### config.mk
export PLATFORM = sky130hd
export DESIGN_NAME = seven_seg_scan_controller
export DESIGN_NICKNAME = d
export VERILOG_FILES = /design/src/rtl/seven_seg_scan_controller.sv
export SDC_FILE = /design/constraint.sdc
export NUM_CORES = 1
export LEC_CHECK = 0
export ABC_AREA = 1
export CORE_MARGIN = 5
export CORE_UTILIZATION = 55
export CTS_CLUSTER_SIZE = 16
export DETAILED_ROUTE_END_ITERATION = 10
export PLACE_DENSITY = 0.85
export SYNTH_ARGS = -nofsm -noshare
export SYNTH_HDL_FRONTEND = slang
export SYNTH_SLANG_ARGS = --single-unit
### constraint.sdc
create_clock -name Clk -period 2.1 [get_ports Clk]
set_input_delay 0.315 -clock Clk [delete_from_list [all_inputs] [get_ports Clk]]
set_output_delay 0.315 -clock Clk [all_outputs]
set_load 0.005 [all_outputs]
### src/rtl/seven_seg_scan_controller.sv
`default_nettype none
// ============================================================================
// Module      : seven_seg_scan_controller
// Description : Time-multiplexed scan controller for DIGITS common-anode
//               seven-segment digits that share one hex decoder. The display
//               value is snapshotted once per frame so that it never tears,
//               with optional leading-zero suppression and a blanking guard
//               at the start of every digit slot.
// Revision    : 1.0 - initial release
// ============================================================================
module seven_seg_scan_controller #(
  parameter int DIGITS       = 4,
  parameter int REFRESH_DIV  = 50000,
  parameter int BLANK_CYCLES = 500
) (
  input  logic                Clk,
  input  logic                nRst,
  input  logic                Enable,
  input  logic [4*DIGITS-1:0] Value,
  input  logic [DIGITS-1:0]   DPMask,
  input  logic                LZBlank,
  output logic [3:0]          Hex,
  output logic                DP,
  output logic [DIGITS-1:0]   DigitSel,
  output logic                FrameStart
);

  localparam int CNT_W  = (REFRESH_DIV > 1) ? $clog2(REFRESH_DIV) : 1;
  localparam int SLOT_W = (DIGITS > 1) ? $clog2(DIGITS) : 1;

  localparam logic [CNT_W-1:0]  C_CNT_MAX  = CNT_W'(REFRESH_DIV - 1);
  localparam logic [SLOT_W-1:0] C_SLOT_MAX = SLOT_W'(DIGITS - 1);

  localparam logic [1:0] S_IDLE  = 2'd0;
  localparam logic [1:0] S_BLANK = 2'd1;
  localparam logic [1:0] S_SHOW  = 2'd2;

  // Registered state and outputs
  logic [1:0]          r_state;
  logic [CNT_W-1:0]    r_cnt;
  logic [SLOT_W-1:0]   r_slot;
  logic [4*DIGITS-1:0] r_snap_val;
  logic [DIGITS-1:0]   r_snap_dp;
  logic [DIGITS-1:0]   r_snap_lz;
  logic [3:0]          r_hex;
  logic                r_dp;
  logic [DIGITS-1:0]   r_sel;
  logic                r_frame_start;

  // Next-state values
  logic [1:0]          w_state_nxt;
  logic [CNT_W-1:0]    w_cnt_nxt;
  logic [SLOT_W-1:0]   w_slot_nxt;
  logic [4*DIGITS-1:0] w_snap_val_nxt;
  logic [DIGITS-1:0]   w_snap_dp_nxt;
  logic [DIGITS-1:0]   w_snap_lz_nxt;
  logic                w_take_snap;

  // Next output values
  logic [3:0]          w_hex_nxt;
  logic                w_dp_nxt;
  logic [DIGITS-1:0]   w_sel_nxt;
  logic                w_frame_start_nxt;

  // Leading-zero flags of the live inputs
  logic [DIGITS-1:0]   w_lz;
  logic                w_lz_run;

  assign Hex        = r_hex;
  assign DP         = r_dp;
  assign DigitSel   = r_sel;
  assign FrameStart = r_frame_start;

  // A digit is suppressed when it and every digit above it is zero; digit 0
  // always stays lit so that a zero value still shows "0".
  always_comb begin
    w_lz     = '0;
    w_lz_run = LZBlank;
    for (int i = DIGITS - 1; i >= 1; i--) begin
      w_lz_run = w_lz_run & (Value[4*i +: 4] == 4'h0);
      w_lz[i]  = w_lz_run;
    end
  end

  // State register, counters, snapshots and registered outputs
  always_ff @(posedge Clk or negedge nRst) begin
    if (!nRst) begin
      r_state       <= S_IDLE;
      r_cnt         <= '0;
      r_slot        <= '0;
      r_snap_val    <= '0;
      r_snap_dp     <= '0;
      r_snap_lz     <= '0;
      r_hex         <= 4'h0;
      r_dp          <= 1'b0;
      r_sel         <= '1;
      r_frame_start <= 1'b0;
    end else begin
      r_state       <= w_state_nxt;
      r_cnt         <= w_cnt_nxt;
      r_slot        <= w_slot_nxt;
      r_snap_val    <= w_snap_val_nxt;
      r_snap_dp     <= w_snap_dp_nxt;
      r_snap_lz     <= w_snap_lz_nxt;
      r_hex         <= w_hex_nxt;
      r_dp          <= w_dp_nxt;
      r_sel         <= w_sel_nxt;
      r_frame_start <= w_frame_start_nxt;
    end
  end

  // Next-state: slot timing, frame wrap and snapshot capture. BLANK/SHOW is
  // derived from the next counter value so outputs line up with the counter.
  always_comb begin
    w_state_nxt    = r_state;
    w_cnt_nxt      = r_cnt;
    w_slot_nxt     = r_slot;
    w_snap_val_nxt = r_snap_val;
    w_snap_dp_nxt  = r_snap_dp;
    w_snap_lz_nxt  = r_snap_lz;
    w_take_snap    = 1'b0;

    if (!Enable) begin
      w_state_nxt = S_IDLE;
      w_cnt_nxt   = '0;
      w_slot_nxt  = '0;
    end else begin
      if (r_state == S_IDLE) begin
        w_take_snap = 1'b1;
        w_cnt_nxt   = '0;
        w_slot_nxt  = '0;
      end else if (r_cnt == C_CNT_MAX) begin
        w_cnt_nxt = '0;
        if (r_slot == C_SLOT_MAX) begin
          w_slot_nxt  = '0;
          w_take_snap = 1'b1;
        end else begin
          w_slot_nxt = r_slot + SLOT_W'(1);
        end
      end else begin
        w_cnt_nxt = r_cnt + CNT_W'(1);
      end

      if (w_take_snap) begin
        w_snap_val_nxt = Value;
        w_snap_dp_nxt  = DPMask;
        w_snap_lz_nxt  = w_lz;
      end

      w_state_nxt = (int'(w_cnt_nxt) < BLANK_CYCLES) ? S_BLANK : S_SHOW;
    end
  end

  // Outputs: Hex/DP are loaded for the whole slot (including the guard) so
  // the decoder has settled before the anode is switched on.
  always_comb begin
    w_hex_nxt         = w_snap_val_nxt[4*w_slot_nxt +: 4];
    w_dp_nxt          = w_snap_dp_nxt[w_slot_nxt] & ~w_snap_lz_nxt[w_slot_nxt];
    w_sel_nxt         = '1;
    w_frame_start_nxt = w_take_snap;
    if ((w_state_nxt == S_SHOW) && !w_snap_lz_nxt[w_slot_nxt]) begin
      w_sel_nxt = ~(DIGITS'(1) << w_slot_nxt);
    end
  end

endmodule
`default_nettype wire

== After elaboration in Yosys (flattened, before gate mapping) ==
Index checks and enable logic that the tools add are counted.

* Flip-flop bits (word level): 54
* Bits of input ports: 24

* Add/sub/neg operators: 2
* Magnitude comparators: 2
* Equal/unequal tests: 3
* Shifts and indexed selects: 2
* Mux-type cells: 26
* Bitwise logic cells: 6
* Reduce and logical (&&, ||, !) cells: 6

{| class="wikitable"
|+ Operator list
! kind !! number
|-
| 16-bit two-way mux || 6
|-
| 4-bit two-way mux || 5
|-
| 16-bit by 1-bit adder with 16-bit output, second input constant || 1
|-
| 16-bit == test, second input constant || 1
|-
| 16-bit by 9-bit < comparator with 1-bit output, second input constant || 1
|-
| 16-bit by 5-bit indexed part select with 4-bit output || 1
|-
| 4-bit zero test || 3
|-
| 2-bit two-way mux || 6
|-
| 1-bit two-way mux || 7
|-
| 1-bit bitwise AND || 4
|-
| 1-bit binary-select mux with 2-bit select || 2
|-
| 2-bit == test, second input constant || 2
|-
| 4-bit NOT || 1
|-
| 1-bit by 2-bit left shift with 4-bit output, first input constant || 1
|-
| 2-bit by 3-bit < comparator with 1-bit output, second input constant || 1
|-
| 2-bit by 1-bit adder with 2-bit output, second input constant || 1
|-
| 2-bit zero test || 1
|-
| 1-bit logical AND || 1
|-
| 1-bit zero test || 1
|-
| 1-bit NOT || 1
|}

== Logic depth before layout (Yosys ltp) ==
Gate-level depths: netlist of run 1.

* Word-level depth: 12
* Depth in mapped cells: 15
* Gate-level depth less buffers: 14

== Worst setup path before layout of run 1 ==
OpenSTA, ideal clock, no wires.

* Path type: flip-flop to flip-flop
* Start point: register r_cnt[0]
* End point: register r_hex[1], in the netlist Hex[1]
* Setup time: 130 ps
* Data arrival time: 1,669 ps
* Setup slack: 301 ps
* Stages on the path, launching flop included: 13
* Cell sequence: dfrtp_1 ha_1 nand3_1 nor2_4 nand2_4 nand2_4 nand3_4 buf_6 or2_1 o21ai_2 inv_2 nand2_1 nand4_1

* Longest elaborated chain between the ends: 7
* Elaborated cells on any way between the ends: 10
* Those cells by class: 1 x eq/ne; 1 x shift; 8 x mux

{| class="wikitable"
|+ RTL lines
! what !! RTL line !! source
|-
| start, declared || 40 || <nowiki>logic [CNT_W-1:0] r_cnt;</nowiki>
|-
| start signal, assigned || 100 || <nowiki>r_cnt <= w_cnt_nxt;</nowiki>
|-
| 16-bit == test || 132 || <nowiki>end else if (r_cnt == C_CNT_MAX) begin</nowiki>
|-
| 1-bit two-way mux || 132 ||
|-
| 1-bit two-way mux || 128 || <nowiki>if (r_state == S_IDLE) begin</nowiki>
|-
| 1-bit two-way mux || 123 || <nowiki>if (!Enable) begin</nowiki>
|-
| 16-bit two-way mux || 144 || <nowiki>if (w_take_snap) begin</nowiki>
|-
| 16-bit two-way mux || 123 ||
|-
| net w_snap_val_nxt[5] || 54 || <nowiki>logic [4*DIGITS-1:0] w_snap_val_nxt;</nowiki>
|-
| 16-bit by 5-bit indexed part select with 4-bit output || 157 || <nowiki>w_hex_nxt = w_snap_val_nxt[4*w_slot_nxt +: 4];</nowiki>
|-
| net w_hex_nxt[1] || 60 || <nowiki>logic [3:0] w_hex_nxt;</nowiki>
|-
| end signal, assigned || 105 || <nowiki>r_hex <= w_hex_nxt;</nowiki>
|-
| end, declared || 45 || <nowiki>logic [3:0] r_hex;</nowiki>
|}

The timed path passes the listed nets, and every way through them passes these cells. The select of a mux whose other input is x is not followed.

== Worst setup path in the final report of run 1 ==
* Start point: register r_cnt[0]
* End point: register r_sel[2], in the netlist DigitSel[2]

* Longest elaborated chain between the ends: 11
* Elaborated cells on any way between the ends: 24
* Those cells by class: 1 x add/sub; 1 x order compare; 2 x eq/ne; 1 x shift; 16 x mux; 1 x bitwise; 2 x reduce/logical

{| class="wikitable"
|+ RTL lines
! what !! RTL line !! source
|-
| 16-bit == test || 132 ||
|-
| 1-bit two-way mux || 132 ||
|-
| 1-bit two-way mux || 128 ||
|-
| 1-bit two-way mux || 123 ||
|-
| 4-bit two-way mux || 144 ||
|-
| 4-bit two-way mux || 123 ||
|-
| net w_snap_lz_nxt[2] || 56 || <nowiki>logic [DIGITS-1:0] w_snap_lz_nxt;</nowiki>
|-
| 1-bit binary-select mux with 2-bit select || 161 || <nowiki>if ((w_state_nxt == S_SHOW) && !w_snap_lz_nxt[w_slot_nxt]) begin</nowiki>
|-
| 1-bit two-way mux (not written as such) || 161 ||
|-
| 1-bit zero test || 161 ||
|-
| 1-bit logical AND || 161 ||
|-
| 4-bit two-way mux || 161 ||
|-
| net w_sel_nxt[2] || 62 || <nowiki>logic [DIGITS-1:0] w_sel_nxt;</nowiki>
|-
| end signal, assigned || 107 || <nowiki>r_sel <= w_sel_nxt;</nowiki>
|-
| end, declared || 47 || <nowiki>logic [DIGITS-1:0] r_sel;</nowiki>
|}

The timed path passes the listed nets, and every way through them passes these cells. The select of a mux whose other input is x is not followed.

==> impl_metrics.yaml, run 1 <==
clock_network:
  cts_tree: "yes"
  cts_htree_levels: 2
  clk_latency_ns: 0.31
  clock_path_buffers: 2
  cts_buffers: 5
  cts_root_buf: "clkbuf_8"
  clkTransAtPathRegs_ns: 0.11
  cts.sinks: 54
grt:
  grt_antenna_before_repair: 0
  grt_pass1_vias: 2279
  gr-total-overflow: 0
  grtUsageTotal: 0.1978
  grt_pass1_wl_mm: 10.25
  grt_max_degree: 33
die:
  coreArea_mm2: 0.005042
  die_height_um: 81.63
  fp.dieArea_mm2: 0.006663
  start_util: 0.5596
  die_w_um: 81.63
  io_pins: 34
  rows: 26
sta:
  drv_slew: 0
  clock_skew_ns: 0.01353
  min_period_ns: 1.939
  final-setup-viol-count: 0
  fin_crit_sh: 0.9235
  tns_ns: 0
  fmax_mhz: 515.6
  worstMarginPinSlew_ns: 0.5130
  hold_viol_final: 0
  holdWs_ns: 0.4894
  max_slew_margin: 0.6580
  setup_slack_ns: 0.1606
pwr:
  power.density_mw_per_mm2: 584.3
  finalPower_mw: 2.019
  power_leakage_nw: 1.650
  ir_worst_vdd_mv: 0.3798
critical_path:
  crit_chain: "ha_4 > nand3_4 > nor2_4 > nand2_4 > nand2_4 > nand3_4 > buf_12 > nand2_4 > nand2_2 > nand2_1 > nand3_2 > nor2_4 > nand3_1"
  critPathMaxStageDelay_ns: 0.44
  cp.required_ns: 2.34
  crit_start: "r_cnt[0]"
  worstPathMaxFanout: 18
  worst-path-buf-inv: 1
  critPathTopFamily: "simple AND/OR/NAND/NOR gates"
  regToRegEndpoint: "DigitSel[2]"
  cpMaxStageDelayCell: "dfrtp_1"
  critPathKind: "reg2reg"
  worstPathArrival_ns: 2.18
  r2r_cells: 13
  r2r-start: "r_cnt[0]"
  ff2ff_setup_slack_ns: 0.16
  timing.critical_path.mode_cell: "nand2_4"
  crit_path_end_kind: "flop"
  cp-start-kind: "flop"
cells_and_area:
  final_common_cell: "nand2_1"
  drive_gt1_frac: 0.1757
  syn_to_final_growth_pct: 22.44
  final_nets: 429
  final_cell_area_mm2: 0.003455
  n_fill_cell: 398
  n_antenna_cell: 0
  layout_common_cells: "116 x nand2_1, 48 x dfrtp_1, 36 x nor2_1, 32 x nand3_1, 32 x clkdlybuf4s50_1"
  seqCellArea_mm2: 0.001359
  multi_input_area_mm2: 0.001323
logic_synthesis:
  syn-cell-area_mm2: 0.002821
  synthCells: 357
  ys.flop_type: "dfrtp_1"
  avgSynthCellArea_um2: 7.903
  seq_area_frac_synth: 0.4807
  yosysUniqueCellTypes: 34
  yosys_warnings: 0
  synth_nets: 383
  synth-seq-cells: 54
  async_flop_share: 1.000
  synth_edf_count: 0
min_path:
  min_path_cells: 2
  hold_end: "r_snap_val[2]"
  hold_start: "r_snap_val[2]"
  hold_path.class: "reg2reg"
route:
  antenna_left: 0
  wirelength_mm: 6.027
  drc: 0
  via_per_inst: 5.004
  num_vias: 2372
  post_drt_wl_per_cell_um: 12.72
  drt_iter0_drc: 134
  drtPass1Iterations: 5
placement:
  place_area_mm2: 0.003292
  pre_cts_slack_ns: 0.08577
  gp_congestion: 0.9191
  io_buffer_count: 33
  dp_hpwl_mm: 4.471
flow_run:
  max_cap_viol_count: 0
outcome:
  status: "completed"
registers in the layout, summed over array words and instances (netlist names):
| register | flops |
|---|---|
| r_slot | 2 |
| r_cnt | 16 |
| r_snap_dp | 4 |
| DP | 1 |
| FrameStart | 1 |
| DigitSel | 4 |
| r_snap_lz | 4 |
| r_state | 2 |
| Hex | 4 |
| r_snap_val | 16 |
stage by stage:
step,utilization,cells
2_1_floorplan,-,357
3_3_place_gp,0.6529,464
3_5_place_dp,0.6529,464
4_1_cts,0.6742,473
5_1_grt,0.6851,474
6_report,0.6851,474
Yosys cell counts (3+ instances only):
master      n  share of area
nand2_1   117           0.16
dfrtp_1    50           0.44
nor2_1     36          0.048
nand3_1    34          0.060
inv_1      31          0.041
nand4_1    11          0.024
nor2_2     10          0.022
nand2_2     7          0.016
inv_2       6         0.0080
nor2_4      5          0.020
nor3_1      5         0.0089
o21ai_0     5         0.0089
dfstp_2     4          0.037
nand2_4     4          0.016
nand3b_1    3         0.0080
o21ai_1     3         0.0053
layout make-up:
class / instances / area share
Inverter: 38 / 0.04201
Clock buffer: 5 / 0.01992
Timing Repair Buffer: 45 / 0.1282
Tap cell: 70 / 0.02535
Multi-Input combinational cell: 259 / 0.3828
Clock inverter: 3 / 0.008330
Sequential cell: 54 / 0.3933
per-layer routing:
metal,up-vias,GRT usage,wire (um)
li1,1221,-,-
met1,1100,0.2692,2727
met2,45,0.3265,3020
met3,6,0.03947,223
met4,0,0.04817,56
met5,-,0,0
cell families after synthesis:
kind of cell    count (synthesis)  share of synthesized area
xor+xnor                        2                   0.006210
buf+inv                        44                    0.06563
simple gates                  241                     0.4089
compound gates                 14                    0.02971
fa+ha+maj                       2                   0.008868
flops                          54                     0.4807
power by group:
group	leakage, nW	switching (mW)	internal (mW)
clock network	0.0502	0.357	0.248
logic	0.905	0.141	0.127
registers	0.695	0.0253	1.12
total	1.65	0.523	1.50
tightest hold or removal path: stages, from the launching register on:
cell and delay [ns]:
dfrtp_1 0.33, nand2_1 0.05, nand2_1 0.08
timing repair:
| item | in CTS | in global routing |
|---|---|---|
| hold buffers | 1 | 0 |
| hold endpoints to repair | 22 | 0 |
| resized for setup | 0 | 12 |
| setup endpoints to repair | 0 | 9 |
| buffers inserted | 0 | 1 |
how the worst max path moves through the flow:
stage	endpoint	cells after the start	slack, ns
after floorplan	Hex[1]	12	0.30
after global placement	DigitSel[0]	13	0.18
after detailed placement	DigitSel[0]	10	0.09
after CTS	Hex[1]	12	0.08
after global routing	DigitSel[3]	12	-0.02
final	DigitSel[2]	13	0.16
(Power assumes the default switching activity.)
==> run 2: changes to the inputs <==
Clock period 2.1 ns to 2.2 ns, I/O delays scaled along.
==> impl_metrics.yaml, run 2 (same netlist as run 1, synthesis figures left out) <==
outcome:
  status: "completed"
cells_and_area:
  final_nets: 430
  layout_common_cells: "116 x nand2_1, 50 x dfrtp_1, 36 x nor2_1, 33 x nand3_1, 32 x clkdlybuf4s50_1"
  final_common_cell: "nand2_1"
  n_antenna_cell: 0
  fin_util: 0.6792
  final_cell_area_mm2: 0.003425
  largest_registers: "r_cnt (16), r_snap_val (16)"
  syn_to_final_growth_pct: 21.37
  drive_gt1_frac: 0.1654
pwr:
  power_leakage_nw: 1.653
  power.density_mw_per_mm2: 564.0
  ir_worst_vdd_mv: 0.3592
  seqPwrFrac: 0.567
  p_comb_frac: 0.131
  clockPowerShare: 0.303
  switchingPower_uw: 506.1
  netSwitchingFraction: 0.2620
  internal_power_mw: 1.425
sta:
  holdWs_ns: 0.4856
  worstMarginPinSlew_ns: 0.5329
  final-setup-viol-count: 0
  max_slew_margin: 0.6448
  hold_viol_final: 0
  grt_setup_unrepaired: "no"
  drv_slew: 0
  fin_crit_sh: 0.9241
  tns_ns: 0
  clock_skew_ns: 0.01227
  fmax_mhz: 491.9
  min_period_ns: 2.033
route:
  antenna_left: 0
  drc: 0
  wl_met3_um: 214
  post_drt_wl_per_cell_um: 13.10
  drt_iter0_drc: 106
  via_per_inst: 5.177
  wirelength_mm: 6.222
  wl_met2_mm: 3.047
  drt-met1-wl_mm: 2.890
  num_vias: 2459
  routed.top_layer: "met4"
  drtPass1Iterations: 4
grt:
  grt_pass1_vias: 2299
  gr-total-overflow: 0
  grtUsageTotal: 0.1978
  grt_max_degree: 33
  grt_pass1_wl_mm: 10.22
  grt_antenna_before_repair: 0
critical_path:
  r2r-start: "r_cnt[0]"
  cp-start-kind: "flop"
  crit_start: "r_cnt[0]"
  crit_path_end_kind: "flop"
  critPathKind: "reg2reg"
  worstPathMaxFanout: 8
  cp.required_ns: 2.40
  worstPathArrival_ns: 2.23
die:
  die_height_um: 81.63
  die_w_um: 81.63
  coreArea_mm2: 0.005042
  start_util: 0.5596
  io_pins: 34
  rows: 26
  fp.dieArea_mm2: 0.006663
placement:
  dp_hpwl_mm: 4.614
  io_buffer_count: 33
  place_area_mm2: 0.003272
  gp_congestion: 0.8902
clock_network:
  cts_tree: "yes"
  cts_root_buf: "clkbuf_8"
  cts_buffers: 5
  clock_path_buffers: 2
  cts.sinks: 54
  clk_latency_ns: 0.32
  cts_htree_levels: 2
  clkTransAtPathRegs_ns: 0.11
min_path:
  hold_path.class: "reg2reg"
  hold_start: "r_snap_dp[2]"
flow_run:
  max_cap_viol_count: 0
==> run 2: cell count changes in the layout (fill, tap and decap cells not counted), sizes merged <==
cell / change
buf: +1
clkinv: -1
inv: +1
==> run 2: routing by layer <==
layer	vias up	GRT usage
li1	1218	-
met1	1184	0.2683
met2	50	0.3233
met3	7	0.03947
met4	0	0.05648
met5	-	0
==> run 2: metrics by stage <==
| step | instances | power (mW) | setup slack (ns) |
|---|---|---|---|
| global placement | 463 | 1.351 | 0.1679 |
| floorplan | 357 | 1.226 | 0.4013 |
| detailed placement | 463 | 1.360 | 0.06802 |
| CTS | 472 | 1.938 | 0.06616 |
| global route | 475 | 2.027 | 0.01943 |
| finish | 475 | 1.932 | 0.1671 |
==> run 2: path summary, 6_finish.rpt <==
path	to	slack (ns)	cells past startpoint
max	Hex[1]	0.17	12
max in group asynchronous	DigitSel[3]	1.08	3
min in group asynchronous	r_snap_lz[2]	0.51	2
min	r_snap_dp[2]	0.49	2
max reg2reg	Hex[1]	0.17	12
min reg2reg	r_snap_dp[2]	0.49	2
==> run 2: repair_timing <==
item,CTS,global route
hold buffers,1,0
setup endpoints to repair,0,8
endpoints found under the hold margin,10,0
buffers inserted,0,3
gates resized for setup,0,6
==> run 2: final cells by class <==
class                   instances  area, um2
well taps                      70      87.58
clock inverters                 3      26.28
inverters                      38      145.1
clock buffers                   5      68.82
fillers                       410       1618
multi-input cells             259       1303
repair buffers                 46      437.9
flip-flops and latches         54       1356
==> run 2: power by group through the flow <==
stage	combinational [mW]	sequential, mW	clock (mW)
global route	0.282	1.10	0.641
global placement	0.240	1.11	0
CTS	0.249	1.09	0.595
finish	0.253	1.09	0.585
floorplan	0.116	1.11	0
detailed placement	0.246	1.11	0
==> run 2: worst max-delay path, stage by stage (launching register included) <==
cell and delay, ns:
dfrtp_1 0.40, ha_1 0.22, nand3_2 0.14, nor2_4 0.19, nand2_4 0.11, nand2_4 0.09
nand3_4 0.13, buf_4 0.19, or2_1 0.21, o21ai_2 0.06, inv_2 0.04, nand2_1 0.05
nand4_1 0.09
